## src/rtl/color_frame_scheduler.sv

```systemverilog
// Sequences one energy/color pass per FFT spectrum and double-buffers the resulting color set.
// Latency: energy_start follows fft_ready by two edges; display_color loads two edges after s1 samples vsync_n low.
// Backpressure: fft_ready outside IDLE is dropped and counted; a stalled pass aborts after TIMEOUT_CYCLES.
module color_frame_scheduler #(
    parameter int unsigned  TIMEOUT_CYCLES = 200000,
    parameter logic [83:0]  RESET_COLOR    = 84'h0
) (
    input  logic        clock,
    input  logic        reset,
    input  logic        fft_ready,
    input  logic        adjusting,
    output logic        energy_start,
    input  logic        energy_done,
    input  logic [83:0] energy_color,
    input  logic        vsync_n,
    output logic [83:0] display_color,
    output logic        frame_swap,
    output logic        busy,
    output logic        timeout_err,
    output logic [7:0]  drop_count
);

    typedef enum logic [1:0] {
        IDLE      = 2'd0,
        START     = 2'd1,
        WAIT_DONE = 2'd2,
        PENDING   = 2'd3
    } state_t;

    localparam logic [31:0] TIMEOUT_LAST = 32'(TIMEOUT_CYCLES - 1);

    state_t      state_q, state_d;
    logic [83:0] back_q, back_d;
    logic [83:0] disp_q, disp_d;
    logic [31:0] cnt_q, cnt_d;
    logic [7:0]  drop_q, drop_d;
    logic        start_q, start_d;
    logic        swap_q, swap_d;
    logic        terr_q, terr_d;

    logic        s1_q, s2_q, s3_q;
    logic        vfall;

    // vsync_n crosses from the pixel clock domain: two sync flops plus a history flop for edge detect
    always_ff @(posedge clock) begin
        if (!reset) begin
            s1_q <= 1'b1;
            s2_q <= 1'b1;
            s3_q <= 1'b1;
        end else begin
            s1_q <= vsync_n;
            s2_q <= s1_q;
            s3_q <= s2_q;
        end
    end

    assign vfall = s3_q & ~s2_q;

    // Next-state and datapath decisions; energy_start is registered so it lands one edge after START
    always_comb begin
        state_d = state_q;
        back_d  = back_q;
        disp_d  = disp_q;
        cnt_d   = cnt_q;
        terr_d  = terr_q;
        start_d = 1'b0;
        swap_d  = 1'b0;
        drop_d  = drop_q;

        // Any spectrum arriving while a pass is in flight is lost; saturate rather than wrap
        if (fft_ready && (state_q != IDLE) && (drop_q != 8'hFF)) begin
            drop_d = drop_q + 8'd1;
        end

        case (state_q)
            IDLE: begin
                if (fft_ready && !adjusting) begin
                    state_d = START;
                end
            end
            START: begin
                start_d = 1'b1;
                cnt_d   = 32'd0;
                state_d = WAIT_DONE;
            end
            WAIT_DONE: begin
                // energy_done takes priority over an expiring timeout in the same cycle
                if (energy_done) begin
                    back_d  = energy_color;
                    state_d = PENDING;
                end else if (cnt_q == TIMEOUT_LAST) begin
                    terr_d  = 1'b1;
                    state_d = IDLE;
                end else begin
                    cnt_d = cnt_q + 32'd1;
                end
            end
            PENDING: begin
                // Swap only at the start of vertical blanking so a frame never shows mixed colors
                if (vfall) begin
                    disp_d  = back_q;
                    swap_d  = 1'b1;
                    state_d = IDLE;
                end
            end
            default: begin
                state_d = IDLE;
            end
        endcase
    end

    // State and output registers
    always_ff @(posedge clock) begin
        if (!reset) begin
            state_q <= IDLE;
            back_q  <= RESET_COLOR;
            disp_q  <= RESET_COLOR;
            cnt_q   <= 32'd0;
            terr_q  <= 1'b0;
            start_q <= 1'b0;
            swap_q  <= 1'b0;
            drop_q  <= 8'd0;
        end else begin
            state_q <= state_d;
            back_q  <= back_d;
            disp_q  <= disp_d;
            cnt_q   <= cnt_d;
            terr_q  <= terr_d;
            start_q <= start_d;
            swap_q  <= swap_d;
            drop_q  <= drop_d;
        end
    end

    assign energy_start  = start_q;
    assign frame_swap    = swap_q;
    assign display_color = disp_q;
    assign timeout_err   = terr_q;
    assign drop_count    = drop_q;
    assign busy          = (state_q != IDLE);

endmodule

```

## config.mk

```make
export PLATFORM = sky130hd
export DESIGN_NAME = color_frame_scheduler
export DESIGN_NICKNAME = d
export VERILOG_FILES = /design/src/rtl/color_frame_scheduler.sv
export SDC_FILE = /design/constraint.sdc
export NUM_CORES = 1
export LEC_CHECK = 0
export BUFFER_PORTS_ARGS = -buffer_cell sky130_fd_sc_hd__buf_2
export CORE_MARGIN = 3
export CORE_UTILIZATION = 55
export CTS_CLUSTER_SIZE = 24
export DETAILED_ROUTE_END_ITERATION = 8
export GPL_TIMING_DRIVEN = 0
export PLACE_DENSITY = 0.93
export REMOVE_ABC_BUFFERS = 1
export SYNTH_ARGS = -nofsm -noshare
export SYNTH_HDL_FRONTEND = slang
export SYNTH_SLANG_ARGS = --single-unit
```

## constraint.sdc

```tcl
create_clock -name clock -period 2.7 [get_ports clock]
set_input_delay 0.405 -clock clock [delete_from_list [all_inputs] [get_ports clock]]
set_output_delay 0.405 -clock clock [all_outputs]
set_load 0.01 [all_outputs]
```

==> flow_summary.html <==
<table>
<tr><th>Metric</th><th>Value</th></tr>
<tr><th colspan="2">Status</th></tr>
<tr><td>Outcome</td><td>finished, final reports clean</td></tr>
<tr><th colspan="2">STA</th></tr>
<tr><td>Total Negative Setup Slacks</td><td>0 ns</td></tr>
<tr><td>Clock period minus worst slack</td><td>2.39 ns</td></tr>
<tr><td>RSZ-0062 raised after global routing</td><td>false</td></tr>
<tr><td>Post-route clock period utilization</td><td>88.7%</td></tr>
<tr><td>Worst slew pin tran</td><td>1.09 ns</td></tr>
<tr><td>Final setup fails</td><td>0</td></tr>
<tr><td>Count of final hold-check violations</td><td>0</td></tr>
<tr><td>Max Clock Freq</td><td>418 MHz</td></tr>
<tr><td>Fin. max-slew vios</td><td>0</td></tr>
<tr><td>Clock tree skew after final layout</td><td>0.0185 ns</td></tr>
<tr><td>Slew headroom</td><td>27.6%</td></tr>
<tr><th colspan="2">Final layout</th></tr>
<tr><td>Share of post-route cells with drive strength above 1</td><td>20.3%</td></tr>
<tr><td>Final Instance Count excl. Fillers</td><td>1372</td></tr>
<tr><td>Final #Nets</td><td>1266</td></tr>
<tr><td>Antenna diode count</td><td>0</td></tr>
<tr><td>Layout-stage area growth over the synthesis result</td><td>20.9%</td></tr>
<tr><td>Commonest non-fill, non-tap cells in the layout</td><td>nand2_1, dfxtp_1, buf_2</td></tr>
<tr><td>Final instance area</td><td>10000 µm²</td></tr>
<tr><td>Most common library cell in the layout ignoring fill and taps</td><td>nand2_1</td></tr>
<tr><td>Fillcell total</td><td>1134</td></tr>
<tr><th colspan="2">Clock tree</th></tr>
<tr><td>Root Buffer Master</td><td>clkbuf_16</td></tr>
<tr><td>Post-cts resize count</td><td>0</td></tr>
<tr><td>Clock latency on the worst-skew pair</td><td>0.51 ns</td></tr>
<tr><td>CTS Sinks</td><td>216</td></tr>
<tr><td>Setup Buffers After CTS</td><td>0</td></tr>
<tr><td>Maximum number of buffers from clock root to sink</td><td>3</td></tr>
<tr><td>CTS Hold Buffers Added</td><td>0</td></tr>
<tr><td>Number of buffers created by CTS</td><td>22</td></tr>
<tr><td>Clock transition time at the flip-flop clock pins of the worst setup and hold paths</td><td>0.06 ns</td></tr>
<tr><td>Clock tree from TritonCTS</td><td>yes</td></tr>
<tr><td>Number of levels the H-tree was split into</td><td>1</td></tr>
<tr><th colspan="2">Synth</th></tr>
<tr><td>Sequential-to-total area share from yosys stat</td><td>52.2%</td></tr>
<tr><td>Synthesized area</td><td>8280 µm²</td></tr>
<tr><td>Cell type with the largest total area after synthesis</td><td>dfxtp_1</td></tr>
<tr><td>Mean Syn Cell Area</td><td>8.02 µm²</td></tr>
<tr><td>Proportion of register bits with asynchronous set or reset after synthesis</td><td>0%</td></tr>
<tr><td>Seq cells post-synth</td><td>216</td></tr>
<tr><td>Most used DFF post-synth</td><td>dfxtp_1</td></tr>
<tr><td>Share of Yosys cell area claimed by the top area cell type</td><td>52.2%</td></tr>
<tr><td>Number of flops mapped to enable cells by yosys</td><td>0</td></tr>
<tr><td>Cells after synthesis</td><td>1033</td></tr>
<tr><td>Top cells by area, synth</td><td>dfxtp_1, nand2_1, a21oi_1, mux2i_1, clkbuf_1</td></tr>
<tr><td>Unique cell type count in the Yosys netlist</td><td>56</td></tr>
<tr><td>Yosys synthesis warning count</td><td>0</td></tr>
<tr><th colspan="2">Worst setup path</th></tr>
<tr><td>Reg-to-reg setup timing slack</td><td>0.31 ns</td></tr>
<tr><td>Worst EP required</td><td>3.12 ns</td></tr>
<tr><td>Critical path launch point type</td><td>flip-flop</td></tr>
<tr><td>Origin of the critical flop-to-flop path</td><td>state_q[1]</td></tr>
<tr><td>Reg2Reg Capture Point</td><td>cnt_q[16]</td></tr>
<tr><td>Max stage delay cell, worst path</td><td>or4_1</td></tr>
<tr><td>Critical path start-end classification</td><td>reg2reg</td></tr>
<tr><td>Logic depth of the worst register-to-register path</td><td>4</td></tr>
<tr><td>Maximum single-stage delay on the critical path</td><td>0.71 ns</td></tr>
<tr><td>Arrival time worst endpoint</td><td>2.82 ns</td></tr>
<tr><td>Cell chain of the critical path</td><td>and2b_2 &gt; nand2b_1 &gt; or4_1 &gt; a21boi_1</td></tr>
<tr><td>Type of element capturing the critical path</td><td>flip-flop</td></tr>
<tr><td>Kind of cell adding the most delay to the critical path</td><td>simple AND/OR/NAND/NOR gates</td></tr>
<tr><td>Number of buffers and inverters on the critical path</td><td>0</td></tr>
<tr><td>Worst Path Max Fanout</td><td>29</td></tr>
<tr><th colspan="2">Worst hold path</th></tr>
<tr><td>Worst Hold Class</td><td>in2reg</td></tr>
<tr><td>Hold Path Cell Cnt</td><td>2</td></tr>
<tr><td>Startpoint of the tightest hold check path</td><td>vsync_n</td></tr>
<tr><td>Hold Path Sink</td><td>s1_q</td></tr>
<tr><th colspan="2">Route</th></tr>
<tr><td>First drt pass iteration count</td><td>5</td></tr>
<tr><td>Routed wirelength normalized by instance count</td><td>14.9 µm</td></tr>
<tr><td>Via count</td><td>7522</td></tr>
<tr><td>Average via count per standard cell</td><td>5.48</td></tr>
<tr><td>First DRT Iteration DRCs</td><td>549</td></tr>
<tr><td>Post-route ant nets</td><td>0</td></tr>
<tr><td>Wirelength, routed</td><td>20.4 mm</td></tr>
<tr><td>Post-route DRC violation count</td><td>0</td></tr>
<tr><th colspan="2">Floorplan</th></tr>
<tr><td>Die area</td><td>16600 µm²</td></tr>
<tr><td>Overall die height</td><td>129 µm</td></tr>
<tr><td>Core area</td><td>14600 µm²</td></tr>
<tr><td>Row Count</td><td>44</td></tr>
<tr><td>Die X</td><td>129 µm</td></tr>
<tr><td>Effective utilization at floorplan</td><td>56.5%</td></tr>
<tr><td>IO Count</td><td>186</td></tr>
<tr><th colspan="2">Global routing</th></tr>
<tr><td>Overall fraction of global-route tracks in use</td><td>23.6%</td></tr>
<tr><td>First-pass GRT wire length</td><td>32.9 mm</td></tr>
<tr><td>Total overflow reported by the global router</td><td>0</td></tr>
<tr><td>Number of antenna violations at the first check in global routing</td><td>0</td></tr>
<tr><td>Via count of the first global-routing pass</td><td>7126</td></tr>
<tr><td>Largest net degree at the start of global routing</td><td>113</td></tr>
<tr><th colspan="2">Placement</th></tr>
<tr><td>Area of placed instances</td><td>9280 µm²</td></tr>
<tr><td>IO buf count</td><td>185</td></tr>
<tr><td>Weighted congestion reported at the end of routability-driven placement</td><td>0.841</td></tr>
<tr><td>Post-DP HPWL</td><td>12.8 mm</td></tr>
<tr><td>Placed Cells incl. Taps</td><td>1334</td></tr>
<tr><th colspan="2">Flow run</th></tr>
<tr><td>Max-cap violations</td><td>0</td></tr>
<tr><th colspan="2">Power</th></tr>
<tr><td>Register share of total power</td><td>49.9%</td></tr>
<tr><td>Worst IR drop on VDD</td><td>0.000453 V</td></tr>
<tr><td>Internal power</td><td>5.10 mW</td></tr>
<tr><td>Fraction of power spent switching nets</td><td>20.7%</td></tr>
<tr><td>Combinational share of power</td><td>2.9%</td></tr>
<tr><td>Share of power burned in the clock network</td><td>47.3%</td></tr>
<tr><td>Power density over the cells</td><td>643 nW/µm²</td></tr>
<tr><td>Reported net switching power</td><td>1.33 mW</td></tr>
<tr><td>Static power due to leakage</td><td>3.80 nW</td></tr>
</table>
[state kept, by name, indices dropped and copies added, names as in the netlist]
register	cells
energy_start	1
display_color	84
s2_q	1
drop_count	8
timeout_err	1
s3_q	1
frame_swap	1
s1_q	1
cnt_q	32
state_q	2
back_q	84
[per-stage QoR]
stage	setup WS, ns	hold slack, ns	utilization [%]	total power, mW
floorplan	-1.53	0.386	-	3.35
global placement	-3.92	0.390	62.1	3.45
detailed placement	0.129	0.396	63.3	3.46
CTS	0.370	0.0867	68.3	6.47
global route	0.193	0.113	68.3	6.63
finish	0.305	0.106	68.3	6.43
[Yosys cell counts (6+ instances only)]
| master | number |
|---|---|
| nor2_1 | 17 |
| clkbuf_1 | 48 |
| mux2i_1 | 18 |
| nand2_1 | 373 |
| nand4_1 | 15 |
| buf_2 | 13 |
| nand3_1 | 18 |
| nor4_1 | 15 |
| nand2b_1 | 23 |
| a21oi_1 | 176 |
| and3_1 | 6 |
| inv_1 | 6 |
| xor2_1 | 6 |
| buf_1 | 6 |
| dfxtp_1 | 216 |
[cell families after synthesis]
| logic type | after synthesis | share of synthesized area [%] |
|---|---|---|
| flops | 216 | 52.2 |
| buf+inv | 81 | 4.40 |
| compound gates | 202 | 13.0 |
| fa+ha+maj | 2 | 0.302 |
| mux | 19 | 2.31 |
| simple gates | 505 | 26.9 |
| xor+xnor | 8 | 0.846 |
[per-layer routing]
metal	global-route usage [%]	vias to the layer above	share of wire, %
met5	0	-	0
met3	6.27	53	7.4
met2	39.8	262	49
li1	-	3720	-
met1	28.7	3487	41
met4	9.76	0	3.3
[power by group through the flow]
stage	registers [mW]	logic, mW	clock network [mW]
floorplan	3.28	0.0754	0
global placement	3.28	0.175	0
detailed placement	3.28	0.182	0
CTS	3.21	0.183	3.08
global route	3.21	0.203	3.22
finish	3.21	0.184	3.04
[worst reg2reg max path, cell delays in order (launching register included)]
cell and delay, ns:
dfxtp_1 0.60, and2b_2 0.29, nand2b_1 0.58, or4_1 0.72, a21boi_1 0.15
[worst max path at each step]
stage / from / end / cells past startpoint
3_3_place_gp: reset / cnt_q[0] / 4
5_1_grt: state_q[1] / cnt_q[16] / 4
2_1_floorplan: reset / cnt_q[0] / 3
4_1_cts: state_q[1] / cnt_q[16] / 4
3_5_place_dp: reset / cnt_q[0] / 5
6_report: state_q[1] / cnt_q[16] / 4
[layout make-up]
class / count / area (µm²) / share of cell area, %
clock buffers: 32 / 638 / 6.38
clock inverters: 6 / 93.8 / 0.938
inverters: 7 / 31.3 / 0.313
multi-input cells: 736 / 3630 / 36.2
flip-flops and latches: 216 / 4320 / 43.2
well taps: 184 / 230 / 2.30
repair buffers: 191 / 1060 / 10.6
(Power assumes the default switching activity.)
